===== src/rtl/alu_cmd_sequencer.sv =====
// ============================================================================
// Module      : alu_cmd_sequencer
// Description : Command front end for the 8-bit combinational ALU. Registers
//               ALU inputs, waits a settle time, and returns captured results.
// Revision    : 1.0 - initial release
// ============================================================================
`default_nettype none

module alu_cmd_sequencer #(
  parameter int SETTLE_CYCLES = 1,
  parameter int CNT_W         = 16
) (
  input  logic             clk,
  input  logic             rst_n,
  input  logic             cmd_valid,
  output logic             cmd_ready,
  input  logic [2:0]       cmd_opcode,
  input  logic [7:0]       cmd_op1,
  input  logic [7:0]       cmd_op2,
  input  logic             cmd_chain,
  output logic [2:0]       alu_opcode,
  output logic [7:0]       alu_operand1,
  output logic [7:0]       alu_operand2,
  input  logic [15:0]      alu_result,
  input  logic             alu_flagC,
  input  logic             alu_flagZ,
  output logic             rsp_valid,
  input  logic             rsp_ready,
  output logic [15:0]      rsp_result,
  output logic             rsp_c,
  output logic             rsp_z,
  output logic             busy,
  output logic [CNT_W-1:0] op_count
);

  localparam int              SC_W          = (SETTLE_CYCLES > 1) ? $clog2(SETTLE_CYCLES) : 1;
  localparam logic [SC_W-1:0] C_SETTLE_LOAD = SC_W'(SETTLE_CYCLES - 1);
  localparam logic [2:0]      C_OP_ADD      = 3'b000;
  localparam logic [2:0]      C_OP_SUB      = 3'b001;

  localparam logic [1:0] S_IDLE   = 2'd0;
  localparam logic [1:0] S_SETTLE = 2'd1;
  localparam logic [1:0] S_RESP   = 2'd2;

  generate
    if (SETTLE_CYCLES < 1) begin : g_settle_check
      $error("alu_cmd_sequencer: SETTLE_CYCLES must be >= 1");
    end
  endgenerate

  logic [1:0]       r_state;
  logic [1:0]       w_state_nxt;
  logic [SC_W-1:0]  r_settle_cnt;
  logic [2:0]       r_alu_opcode;
  logic [7:0]       r_alu_op1;
  logic [7:0]       r_alu_op2;
  logic [15:0]      r_rsp_result;
  logic             r_rsp_c;
  logic             r_rsp_z;
  logic [7:0]       r_last_lo;
  logic [CNT_W-1:0] r_op_count;

  logic w_cmd_fire;
  logic w_rsp_fire;
  logic w_capture;
  logic w_carry_valid;

  assign w_cmd_fire    = cmd_valid && (r_state == S_IDLE);
  assign w_rsp_fire    = rsp_ready && (r_state == S_RESP);
  assign w_capture     = (r_state == S_SETTLE) && (r_settle_cnt == '0);
  // Carry is only meaningful for ADD/SUB; other opcodes leave it stale.
  assign w_carry_valid = (r_alu_opcode == C_OP_ADD) || (r_alu_opcode == C_OP_SUB);

  always_comb begin
    w_state_nxt = r_state;
    case (r_state)
      S_IDLE:   if (w_cmd_fire) w_state_nxt = S_SETTLE;
      S_SETTLE: if (w_capture)  w_state_nxt = S_RESP;
      S_RESP:   if (w_rsp_fire) w_state_nxt = S_IDLE;
      default:  w_state_nxt = S_IDLE;
    endcase
  end

  always_ff @(posedge clk or negedge rst_n) begin
    if (!rst_n) begin
      r_state      <= S_IDLE;
      r_settle_cnt <= '0;
      r_alu_opcode <= 3'd0;
      r_alu_op1    <= 8'd0;
      r_alu_op2    <= 8'd0;
      r_rsp_result <= 16'd0;
      r_rsp_c      <= 1'b0;
      r_rsp_z      <= 1'b0;
      r_last_lo    <= 8'd0;
      r_op_count   <= '0;
    end else begin
      r_state <= w_state_nxt;

      if (w_cmd_fire) begin
        r_alu_opcode <= cmd_opcode;
        r_alu_op1    <= cmd_chain ? r_last_lo : cmd_op1;
        r_alu_op2    <= cmd_op2;
        r_settle_cnt <= C_SETTLE_LOAD;
      end else if ((r_state == S_SETTLE) && (r_settle_cnt != '0)) begin
        r_settle_cnt <= r_settle_cnt - SC_W'(1);
      end

      if (w_capture) begin
        r_rsp_result <= alu_result;
        r_rsp_c      <= w_carry_valid ? alu_flagC : 1'b0;
        r_rsp_z      <= alu_flagZ;
        r_last_lo    <= alu_result[7:0];
      end

      if (w_rsp_fire) begin
        r_op_count <= r_op_count + CNT_W'(1);
      end
    end
  end

  assign cmd_ready    = (r_state == S_IDLE);
  assign rsp_valid    = (r_state == S_RESP);
  assign busy         = (r_state != S_IDLE);
  assign alu_opcode   = r_alu_opcode;
  assign alu_operand1 = r_alu_op1;
  assign alu_operand2 = r_alu_op2;
  assign rsp_result   = r_rsp_result;
  assign rsp_c        = r_rsp_c;
  assign rsp_z        = r_rsp_z;
  assign op_count     = r_op_count;

endmodule

`default_nettype wire


===== config.mk =====
export PLATFORM = sky130hd
export DESIGN_NAME = alu_cmd_sequencer
export DESIGN_NICKNAME = d
export VERILOG_FILES = /design/src/rtl/alu_cmd_sequencer.sv
export SDC_FILE = /design/constraint.sdc
export NUM_CORES = 1
export LEC_CHECK = 0
export BUFFER_PORTS_ARGS = -buffer_cell sky130_fd_sc_hd__buf_4
export CAP_MARGIN = 20
export CORE_UTILIZATION = 51
export CTS_CLUSTER_DIAMETER = 30
export DETAILED_ROUTE_END_ITERATION = 7
export PLACE_DENSITY = 0.88
export SYNTH_ARGS = -nofsm -noshare
export SYNTH_HDL_FRONTEND = slang
export SYNTH_SLANG_ARGS = --single-unit

===== constraint.sdc =====
create_clock -name clk -period 4.3 [get_ports clk]
set_input_delay 0.43 -clock clk [delete_from_list [all_inputs] [get_ports clk]]
set_output_delay 0.43 -clock clk [all_outputs]
set_load 0.01 [all_outputs]

Word-level counts from Yosys, hierarchy flattened
Cells that the tools add are included.
{"block": "word_totals", "ff_bits": 64, "input_bits": 42, "out_inout_bits": 56}
{"block": "op_classes", "eq_ne": 6, "reduce_logical": 10, "addsub": 2, "mux": 8, "bitwise_logic": 1}
{"op": "16-bit by 1-bit adder with 16-bit output, second input constant", "count": 1}
{"op": "8-bit 2-to-1 mux", "count": 1}
{"op": "2-bit 2-to-1 mux", "count": 3}
{"op": "2-bit one-hot mux with 3 select lines", "count": 1}
{"op": "1-bit logical AND", "count": 4}
{"op": "2-bit by 1-bit inequality test with 1-bit output, second input constant", "count": 2}
{"op": "2-bit nonzero test", "count": 2}
{"op": "3-bit by 1-bit equality test with 1-bit output, second input constant", "count": 1}
{"op": "3-bit zero test", "count": 1}
{"op": "1-bit 2-to-1 mux", "count": 3}
{"op": "3-bit AND reduction", "count": 1}
{"op": "2-bit by 1-bit equality test with 1-bit output, second input constant", "count": 1}
{"op": "2-bit equality test, second input constant", "count": 1}
{"op": "2-bit zero test", "count": 1}
{"op": "2-bit inequality test, second input constant", "count": 1}
{"op": "1-bit logical OR", "count": 1}
{"op": "1-bit NOT", "count": 1}
{"op": "1-bit subtractor, second input constant", "count": 1}

Depth between registers and ports, before layout
Gate-level depths: netlist of run 1.
{"block": "depth", "depth_word": 4, "mapped_depth": 7}

Worst setup path before layout of run 1
No wires, ideal clock.
{"block": "synth_path", "path_type": "flip-flop to flip-flop", "startpoint": "register r_state[1]", "endpoint": "register r_alu_op2[3] (netlist: alu_operand2[3])", "t_arrival_ps": 1439, "n_path_buf": 2, "t_required_ps": 4175, "setup_ps": 125, "path_slack_ps": 2736, "path_stages_with_launch": 7, "path_cell_list": "dfrtp_1 or2_4 inv_2 and2_4 buf_6 buf_8 mux2_4"}
{"block": "synth_between", "elab_chain_len": 2}
{"item": "from (decl)", "line_no": "51", "text": "logic [1:0] r_state;"}
{"item": "from (signal assigned)", "line_no": "97", "text": "r_state <= w_state_nxt;"}
{"item": "2-bit zero test"}
{"item": "via cmd_ready", "line_no": "16", "text": "output logic cmd_ready,"}
{"item": "1-bit logical AND", "line_no": "68", "text": "assign w_cmd_fire = cmd_valid && (r_state == S_IDLE);"}
{"item": "to (signal assigned)", "line_no": "102", "text": "r_alu_op2 <= cmd_op2;"}
{"item": "to (decl)", "line_no": "56", "text": "logic [7:0] r_alu_op2;"}
The timed path passes the listed nets, and every way through them passes these cells.
A chain may end at the register's enable or synchronous reset.

Worst setup path in the final report of run 1
{"block": "layout_path", "startpoint": "register r_state[1]", "endpoint": "register r_rsp_result[3] (netlist: rsp_result[3])"}
{"block": "layout_between", "elab_chain_len": 2}
{"item": "2-bit by 1-bit equality test with 1-bit output", "line_no": "70", "text": "assign w_capture = (r_state == S_SETTLE) && (r_settle_cnt == '0);"}
{"item": "1-bit logical AND", "line_no": "70"}
{"item": "to (signal assigned)", "line_no": "109", "text": "r_rsp_result <= alu_result;"}
{"item": "to (decl)", "line_no": "57", "text": "logic [15:0] r_rsp_result;"}
Every way passes these cells.

==> results of run 1 <==
[cells in the final DEF, fill, tap and decap left out, types with 3 or more instances in the layout]
cell type,netlist,routed
buf_4,1,98
dfrtp_1,56,56
mux2_2,25,25
nor2_1,14,14
xnor2_1,11,11
mux2i_1,9,9
a21oi_1,8,8
nand2_1,7,7
nand3_1,5,5
clkbuf_8,0,5
xor2_1,4,4
mux2_4,4,4
nand4_1,3,3
[cell usage after synthesis (all sizes together), types with 2 or more instances]
master	number
dfrtp	56
mux2	29
nor2	14
xnor2	11
mux2i	9
a21oi	8
nand2	7
buf	6
nand3	5
xor2	4
inv	3
nand4	3
and2	2
and4	2
nand4b	2
[worst register-to-register path, delay by kind of cell, from the launching register on]
kind | cells | cell delay [ns]
buffers and inverters | 1 | 0.32
AND/OR/NAND/NOR | 1 | 0.54
flip-flops | 1 | 0.46
multiplexers | 1 | 0.37
[per-stage QoR]
step | cell area, um2 | worst slack [ns] | std cells | power (W) | hold slack, ns
after floorplan | 2310 | 2.74 | 170 | 0.00131 | 0.134
after global placement | 3070 | 2.54 | 314 | 0.00171 | 0.466
after detailed placement | 3070 | 2.50 | 314 | 0.00174 | 0.477
after CTS | 3180 | 2.50 | 322 | 0.00208 | 0.191
after global routing | 3180 | 2.42 | 322 | 0.00218 | 0.214
final | 3180 | 2.51 | 322 | 0.00206 | 0.177
[power groups by stage]
stage | clock [W] | sequential, W | combinational [W]
5_1_grt | 0.000368 | 0.000900 | 0.000914
2_1_floorplan | 0 | 0.000961 | 0.000352
4_1_cts | 0.000347 | 0.000874 | 0.000862
3_3_place_gp | 0 | 0.000877 | 0.000835
3_5_place_dp | 0 | 0.000884 | 0.000860
6_report | 0.000336 | 0.000873 | 0.000849
[kinds of logic after synthesis]
kind of cell | after synthesis | share of synthesized area
AO/OA/AOI/OAI | 11 | 0.0260
XOR/XNOR | 15 | 0.0569
adder cells (fa/ha/maj) | 1 | 0.00542
buffers and inverters | 9 | 0.0255
flip-flops | 56 | 0.607
multiplexers | 38 | 0.187
AND/OR/NAND/NOR | 40 | 0.0922
[final timing paths]
path,start,to
max,r_state[1],rsp_result[3]
min,rst_n,rsp_result[1]
max reg2reg,r_state[1],rsp_result[3]
min reg2reg,op_count[15],op_count[15]
max in group asynchronous,rst_n,r_state[1]
min in group clk,cmd_op2[3],alu_operand2[3]
[per-layer routing]
metal,up-vias,routed length (um)
li1,779,-
met1,823,2130
met2,57,2350
met3,4,261
met4,0,26
met5,-,0
[area by class of cell]
type / count / area (um2) / area share
clock buffer: 5 / 68.8 / 0.0217
clock inverter: 3 / 42.5 / 0.0134
inverter: 3 / 11.3 / 0.00354
multi-input combinational: 105 / 853 / 0.269
sequential: 56 / 1400 / 0.441
tap: 52 / 65.1 / 0.0205
timing repair buffer: 98 / 736 / 0.231
[flip-flops by register name, indices dropped and copies added, names as in the netlist]
signal,flops
alu_operand1,8
rsp_c,1
op_count,16
rsp_result,16
alu_opcode,3
rsp_z,1
alu_operand2,8
r_state,2
r_settle_cnt,1
==> results.md, run 1 <==
- Status: finished, final reports clean
- Critical Path Source Type: flop
- Largest net degree at the start of global routing: 57
- TritonRoute pass-1 iters: 4
- Row cnt: 24
- Worst Tran Pin Value: 0.688 ns
- Min-Delay Path Class: input pin to asynchronous set/reset pin
- Worst vdd ir: 360 uV
- Die X: 69.3 um
- I/O Buffers: 97
- Vias/cell: 5.16
- Leading area contributor after synthesis: dfrtp_1
- Synth unique cells: 31
- Remaining antenna violation count: 0
- Mean post-synth cell area: 13.6 um2
- Grt met1 use: 0.277
- CTS buffer count: 5
- Crit path largest cell delay: 0.54 ns
- GRT Total Usage: 0.207
- Clock sink count: 56
- CP endpoint kind: flop
- R2R setup slack: 2.51 ns
- Post-CTS Setup Repair Bufs: 0
- Top cells by area, synth: dfrtp_1, mux2_2, xnor2_1, mux2i_1, mux2_4
- PwrDens: 647 nW/um2
- WL/cell: 14.8 um
- Initial antenna violation count: 0
- 1st-iter DRT viols: 96
- Int Pwr: 0.00140 W
- H-tree depth: 2
- Slew headroom: 0.541
- Critical path depth: 3
- Highest clock rate: 557 MHz
- Slowest cell on the critical path: nor3b_2
- Max Fanout on Critical Path: 12
- Worst skew pair latency: 0.30 ns
- Hold-fix buffers at CTS: 0
- Top-area cell type share of the netlist area: 0.607
- Reg2Reg Depth: 3
- Die footprint: 4800 um2
- DIE HEIGHT: 69.3 um
- Final setup vio count: 0
- Syn Inst Count: 170
- Area of the core: 4350 um2
- Crit-path cells: nor3b_2, buf_4, mux2_2
- Share of layout cells above drive strength 1: 0.519
- Register area share after synthesis: 0.607
- Post-CTS sizing: 0
- Worst EP arrival: 1.98 ns
- Met3 global-route usage: 0.0465
- Final critical-path required period: 1.79 ns
- Main synth FF type: dfrtp_1
- Final core occ: 0.730
- Via count of the routed design: 1663
- WP buf/inv: 1
- Met2 Use GR: 0.338
- Final nets: 312
- Unrepaired setup endpoints after global routing: false
- Max Cap Viol: 0
- Clock power share: 0.163
- Syn. warnings: 0
- Mapped cell area: 2310 um2
- HPWL after DPL: 3460 um
- Endpoints failing hold: 0
- WS Path Type: flop to flop
- Routability cong.: 0.730
- TNS Setup: 0 ns
- #FFs+latches synth: 56
- NetSw: 0.000657 W
- Number of top-level pins: 98
- Grt peak-use layer: met2
- N_diodes: 0
- Fraction of registers with async set/reset: 1.00
- Sequential Power Share: 0.424
- Max Root-Sink Buffers: 2
- Remaining global-route overflow: 0
- Comb pwr share: 0.413
- Number of flops mapped to enable cells by yosys: 0
- Sw Share: 0.319
- Initial Utilization: 0.530
- P&R area growth vs syn: 37.7%
- Syn_nets: 213
- Number of max-slew violations in the final report: 0
- # fillers: 294
- WP data required: 4.48 ns
- Worst Clk Skew: 0.0102 ns
- Global-route wire length before repair: 7890 um
- Vias in the first global route: 1608
- Reg clk slew, reported paths: 0.09 ns
- Root buffer selected by CTS: clkbuf_8
- CTS tree: built
- Drt drc: 0
- Final period util: 0.417
- Cell family with most CP delay: simple AND/OR/NAND/NOR gates
- Routed wire length: 4780 um
- Leakage: 1.57 nW
(Power assumes the default switching activity.)
==> run 2: changes to the inputs <==
--- a/config.mk
+++ b/config.mk
@@ -7,10 +7,10 @@
 export LEC_CHECK = 0
 export BUFFER_PORTS_ARGS = -buffer_cell sky130_fd_sc_hd__buf_4
 export CAP_MARGIN = 20
-export CORE_UTILIZATION = 51
+export CORE_UTILIZATION = 47
 export CTS_CLUSTER_DIAMETER = 30
 export DETAILED_ROUTE_END_ITERATION = 7
-export PLACE_DENSITY = 0.88
+export PLACE_DENSITY = 0.82
 export SYNTH_ARGS = -nofsm -noshare
 export SYNTH_HDL_FRONTEND = slang
 export SYNTH_SLANG_ARGS = --single-unit
==> constraint.sdc (replaced) <==
create_clock -name clk -period 1.7 [get_ports clk]
set_input_delay 0.17 -clock clk [delete_from_list [all_inputs] [get_ports clk]]
set_output_delay 0.17 -clock clk [all_outputs]
set_load 0.01 [all_outputs]
==> run 2 against run 1 <==
Compared with the run above:
- non-clock buffer count up 2
- die area up 8.2%
- combinational power rose to 2.6 times the previous value
- register-to-register slack worse by 2.3 ns
- count of clock-buffer cells in the layout unchanged
- total power up 150%
- worst hold slack worse by 0.087 ns
- via count down 0.24%
- critical path depth up 1
- critical path type unchanged
- largest cell class unchanged
- highest routed layer unchanged
==> results.md, run 2 (synthesis results as in run 1) <==
- Routed wire length: 4630 um
- Slew headroom: 0.540
- Met3 global-route usage: 0.0375
- Crit path largest cell delay: 0.44 ns
- Grt met1 use: 0.234
- Initial Utilization: 0.489
- Drt drc: 0
- Final WS setup: 0.159 ns
- Row cnt: 25
- Max Fanout on Critical Path: 7
- Cell family with most CP delay: simple AND/OR/NAND/NOR gates
- Root buffer selected by CTS: clkbuf_8
- Placed Area: 3110 um2
- CTS buffer count: 5
- Via count of the routed design: 1659
- Share of layout cells above drive strength 1: 0.520
- Crit-path cells: nand4b_1, nor3_2, and3_1, xor2_1
- Critical Path Source Type: flop
- Global-route wire length before repair: 7350 um
- Unrepaired setup endpoints after global routing: false
- Reg clk slew, reported paths: 0.10 ns
- Remaining global-route overflow: 0
- Non-Filler Instances: 338
- Hold depth: 2
- I/O Buffers: 97
- # fillers: 390
- WL/cell: 13.7 um
- Clock sink count: 56
- Area of the core: 4720 um2
- TNS Setup: 0 ns
- Final nets: 314
- GRT Total Usage: 0.183
- Die footprint: 5200 um2
- Slowest cell on the critical path: dfrtp_1
- Pre-CTS setup slack: 0.179 ns
- Highest clock rate: 649 MHz
- TritonRoute pass-1 iters: 4
- Worst Hold Launch: cmd_opcode[1]
- Worst hold margin: 0.0901 ns
- Initial antenna violation count: 0
- Die X: 72.1 um
- Placed Cells: 330
- Worst reg2reg path startpoint: r_state[0]
- N_diodes: 0
- Status: finished, final reports clean
- Endpoints failing hold: 0
- Leakage: 1.56 nW
- WS Path Type: flop to flop
- Post-CTS Setup Repair Bufs: 0
- Vias/cell: 4.91
- Worst EP arrival: 1.77 ns
- H-tree depth: 2
- Number of top-level pins: 98
- Max Cap Viol: 0
- Largest net degree at the start of global routing: 57
- Vias in the first global route: 1593
- R2R setup slack: 0.16 ns
- Final critical-path required period: 1.54 ns
- Remaining antenna violation count: 0
- CTS tree: built
- WP buf/inv: 0
- Grt peak-use layer: met2
- Routability cong.: 0.791
- CP endpoint kind: flop
- Number of max-slew violations in the final report: 0
- Final period util: 0.906
- 1st-iter DRT viols: 31
- Worst Clk Skew: 0.0117 ns
- Max Root-Sink Buffers: 2
- Worst Hold Endpoint: alu_opcode[1]
- Worst skew pair latency: 0.30 ns
- RR Endpoint: op_count[7]
- HPWL after DPL: 3480 um
- Worst Tran Pin Value: 0.690 ns
- PwrDens: 1580 nW/um2
- Final setup vio count: 0
- Worst vdd ir: 767 uV
- Min-Delay Path Class: input pin to flop
- Met2 Use GR: 0.313
- Design area: 3200 um2
- Reg2Reg Depth: 4
- Most frequent cells in the layout: buf_4, dfrtp_1, mux2_2
- DIE HEIGHT: 72.1 um
- Most common library cell in the layout ignoring fill and taps: buf_4
- P&R area growth vs syn: 38.6%
- WP data required: 1.93 ns
[run 2: cell count changes in the layout (fill, tap and decap cells not counted), sizes merged]
cell and delta:
bufinv -1, dlygate4sd3 +1, buf +1
[run 2: per-stage QoR]
stage | total power (W) | utilization
2_1_floorplan | 0.00332 | -
3_3_place_gp | 0.00437 | 0.657
3_5_place_dp | 0.00444 | 0.657
4_1_cts | 0.00513 | 0.677
5_1_grt | 0.00538 | 0.677
6_report | 0.00506 | 0.677
[run 2: metal layers]
metal  routed length (um)  vias up
met5                    0        -
met4                   46        0
met3                  295        5
met2                 2280       59
met1                 2010      809
li1                     -      786
[run 2: repair_timing]
| item | CTS | global route |
|---|---|---|
| gates resized for setup | 0 | 1 |
| endpoints found under the setup margin | 0 | 1 |
| hold endpoints to repair | 56 | 0 |
| hold buffers | 1 | 0 |
[run 2: worst max-delay path by stage]
stage	cells after the start	to	from	slack [ns]
finish	4	op_count[7]	r_state[0]	0.16
global route	4	op_count[7]	r_state[0]	0.03
CTS	4	op_count[7]	r_state[0]	0.16
detailed placement	4	op_count[15]	r_state[0]	0.18
global placement	4	op_count[7]	r_state[0]	0.17
floorplan	6	alu_operand2[3]	r_state[1]	0.14
[run 2: cell type report]
type	count	area, um2	area share
clock buffers	5	68.8	0.0215
clock inverters	2	12.5	0.00391
inverters	3	11.3	0.00352
multi-input cells	105	856	0.268
flip-flops and latches	56	1400	0.438
well taps	67	83.8	0.0262
repair buffers	100	766	0.239
[run 2: where the power goes]
group          internal [W]  switching (W)
clock network      0.000280       0.000408
registers           0.00185       0.000359
logic               0.00129       0.000880
total               0.00342        0.00165
==> run 3: changes to the inputs <==
--- a/config.mk
+++ b/config.mk
@@ -7,10 +7,10 @@
 export LEC_CHECK = 0
 export BUFFER_PORTS_ARGS = -buffer_cell sky130_fd_sc_hd__buf_4
 export CAP_MARGIN = 20
-export CORE_UTILIZATION = 47
+export CORE_UTILIZATION = 40
 export CTS_CLUSTER_DIAMETER = 30
 export DETAILED_ROUTE_END_ITERATION = 7
-export PLACE_DENSITY = 0.82
+export PLACE_DENSITY = 0.72
 export SYNTH_ARGS = -nofsm -noshare
 export SYNTH_HDL_FRONTEND = slang
 export SYNTH_SLANG_ARGS = --single-unit
==> run 3 against run 2 <==
Compared with the run above:
- non-clock buffer count stayed put
- sequential power hardly changed
- total power is 0.72% higher
- fmax about the same
- via count decreased by 1.6%
- worst hold slack improved by 0.011 ns
- wire length down 0.60%
- flip-flop and latch count stayed put
- register-to-register slack about the same
- largest cell class unchanged
- clock skew is 0.0042 ns lower
- final cell count increased by 1.8%
- worst setup slack worse by 0.0014 ns
==> results.md, run 3 (synthesis results as in run 1) <==
- Status: finished, final reports clean
- Endpoints failing hold: 0
- Crit path largest cell delay: 0.46 ns
- Remaining antenna violation count: 0
- Most common library cell in the layout ignoring fill and taps: buf_4
- Vias/cell: 4.75
- Vias in the first global route: 1656
- Drt drc: 0
- Initial antenna violation count: 0
- Critical Path Source Type: flop
- Final setup vio count: 0
- # fillers: 505
- Largest net degree at the start of global routing: 57
- Share of layout cells above drive strength 1: 0.511
- Routability cong.: 0.740
- Die X: 78.0 um
- Worst Clk Skew: 0.00743 ns
- Number of max-slew violations in the final report: 0
- Launch point of the worst path: r_state[1]
- Remaining global-route overflow: 0
- CTS tree: built
- WP data required: 1.92 ns
- I/O Buffers: 97
- Via count of the routed design: 1633
- GRT Total Usage: 0.164
- Final period util: 0.907
- Max Root-Sink Buffers: 2
- HPWL after DPL: 3290 um
- Worst vdd ir: 891 uV
- CTS buffer count: 5
- Min-Delay Path Class: input pin to flop
- N_diodes: 0
- Max Fanout on Critical Path: 16
- Routed wire length: 4600 um
- Reg clk slew, reported paths: 0.10 ns
- Die footprint: 6080 um2
- Initial Utilization: 0.417
- WL/cell: 13.4 um
- Most frequent cells in the layout: buf_4, dfrtp_1, mux2_2
- P&R area growth vs syn: 39.4%
- Worst skew pair latency: 0.30 ns
- TNS Setup: 0 ns
- Final WS setup: 0.158 ns
- PwrDens: 1580 nW/um2
- Leakage: 1.58 nW
- Final critical-path required period: 1.54 ns
- Pre-CTS setup slack: 0.142 ns
- DIE HEIGHT: 78.0 um
- Post-CTS Setup Repair Bufs: 0
- Crit-path cells: or2_4, inv_2, and2_4, buf_4, nor2_1, a21oi_1
- Root buffer selected by CTS: clkbuf_8
- Number of top-level pins: 98
- CP endpoint kind: flop
- Highest clock rate: 648 MHz
- WS Path Type: flop to flop
- Clock sink count: 56
- Row cnt: 27
- Global-route wire length before repair: 7730 um
- Slew headroom: 0.532
- Unrepaired setup endpoints after global routing: false
- 1st-iter DRT viols: 75
- Max Cap Viol: 0
- Slowest cell on the critical path: dfrtp_1
- Worst reg2reg path startpoint: r_state[1]
- H-tree depth: 2
- Area of the core: 5540 um2
- Worst Hold Launch: alu_flagZ
- Worst EP arrival: 1.76 ns
- Worst Tran Pin Value: 0.702 ns
- Final nets: 314
- TritonRoute pass-1 iters: 4
==> run 3: power breakdown <==
group          switching (W)  internal (W)
combinational       0.000888       0.00129
clock               0.000389      0.000333
sequential          0.000354       0.00185
total                0.00163       0.00347
==> run 3: area by class of cell <==
class                           count  area [um2]  area share
Clock buffer                        8        90.1      0.0280
Inverter                            3        11.3     0.00350
Multi-Input combinational cell    105         860       0.267
Sequential cell                    56        1400       0.435
Tap cell                           72        90.1      0.0280
Timing Repair Buffer              100         766       0.238
==> run 3: per-stage QoR <==
stage	hold slack [ns]	power, W	instances	area [um2]	util
after CTS	0.0879	0.00517	344	3210	0.580
after global routing	0.0870	0.00545	344	3220	0.581
after global placement	0.267	0.00438	335	3110	0.562
after floorplan	-0.126	0.00332	170	2310	-
final	0.101	0.00510	344	3220	0.581
after detailed placement	0.266	0.00443	335	3110	0.562
==> run 3: final timing paths <==
check | to | slack (ns) | cells after the start
worst max-delay path | alu_operand1[3] | 0.16 | 6
worst min-delay path | rsp_z | 0.10 | 2
worst max register to register | alu_operand1[3] | 0.16 | 6
worst min register to register | op_count[11] | 0.50 | 1
max in group asynchronous | alu_operand1[0] | 0.77 | 2
min in group asynchronous | rsp_z | 0.45 | 2
==> run 3: worst max-delay path, delay by kind of cell, from the launching register on <==
family	cells	cell delay, ns
and+or+nand+nor	3	0.59
DFF	1	0.46
buffers and inverters	2	0.29
AOI/OAI and AO/OA	1	0.13
==> run 3: what timing repair did <==
item / 4_1_cts / 5_1_grt
hold endpoints to repair: 56 / 0
hold buffers: 1 / 0
setup endpoints to repair: 0 / 4
resized for setup: 0 / 1
==> run 3: routing by layer <==
metal / track usage / share of wire / routed length [um] / up-vias
li1: - / - / - / 785
met5: 0 / 0 / 0 / -
met3: 0.0282 / 0.059 / 273 / 2
met4: 0.0556 / 0.0052 / 24 / 0
met1: 0.206 / 0.45 / 2070 / 792
met2: 0.284 / 0.49 / 2230 / 54
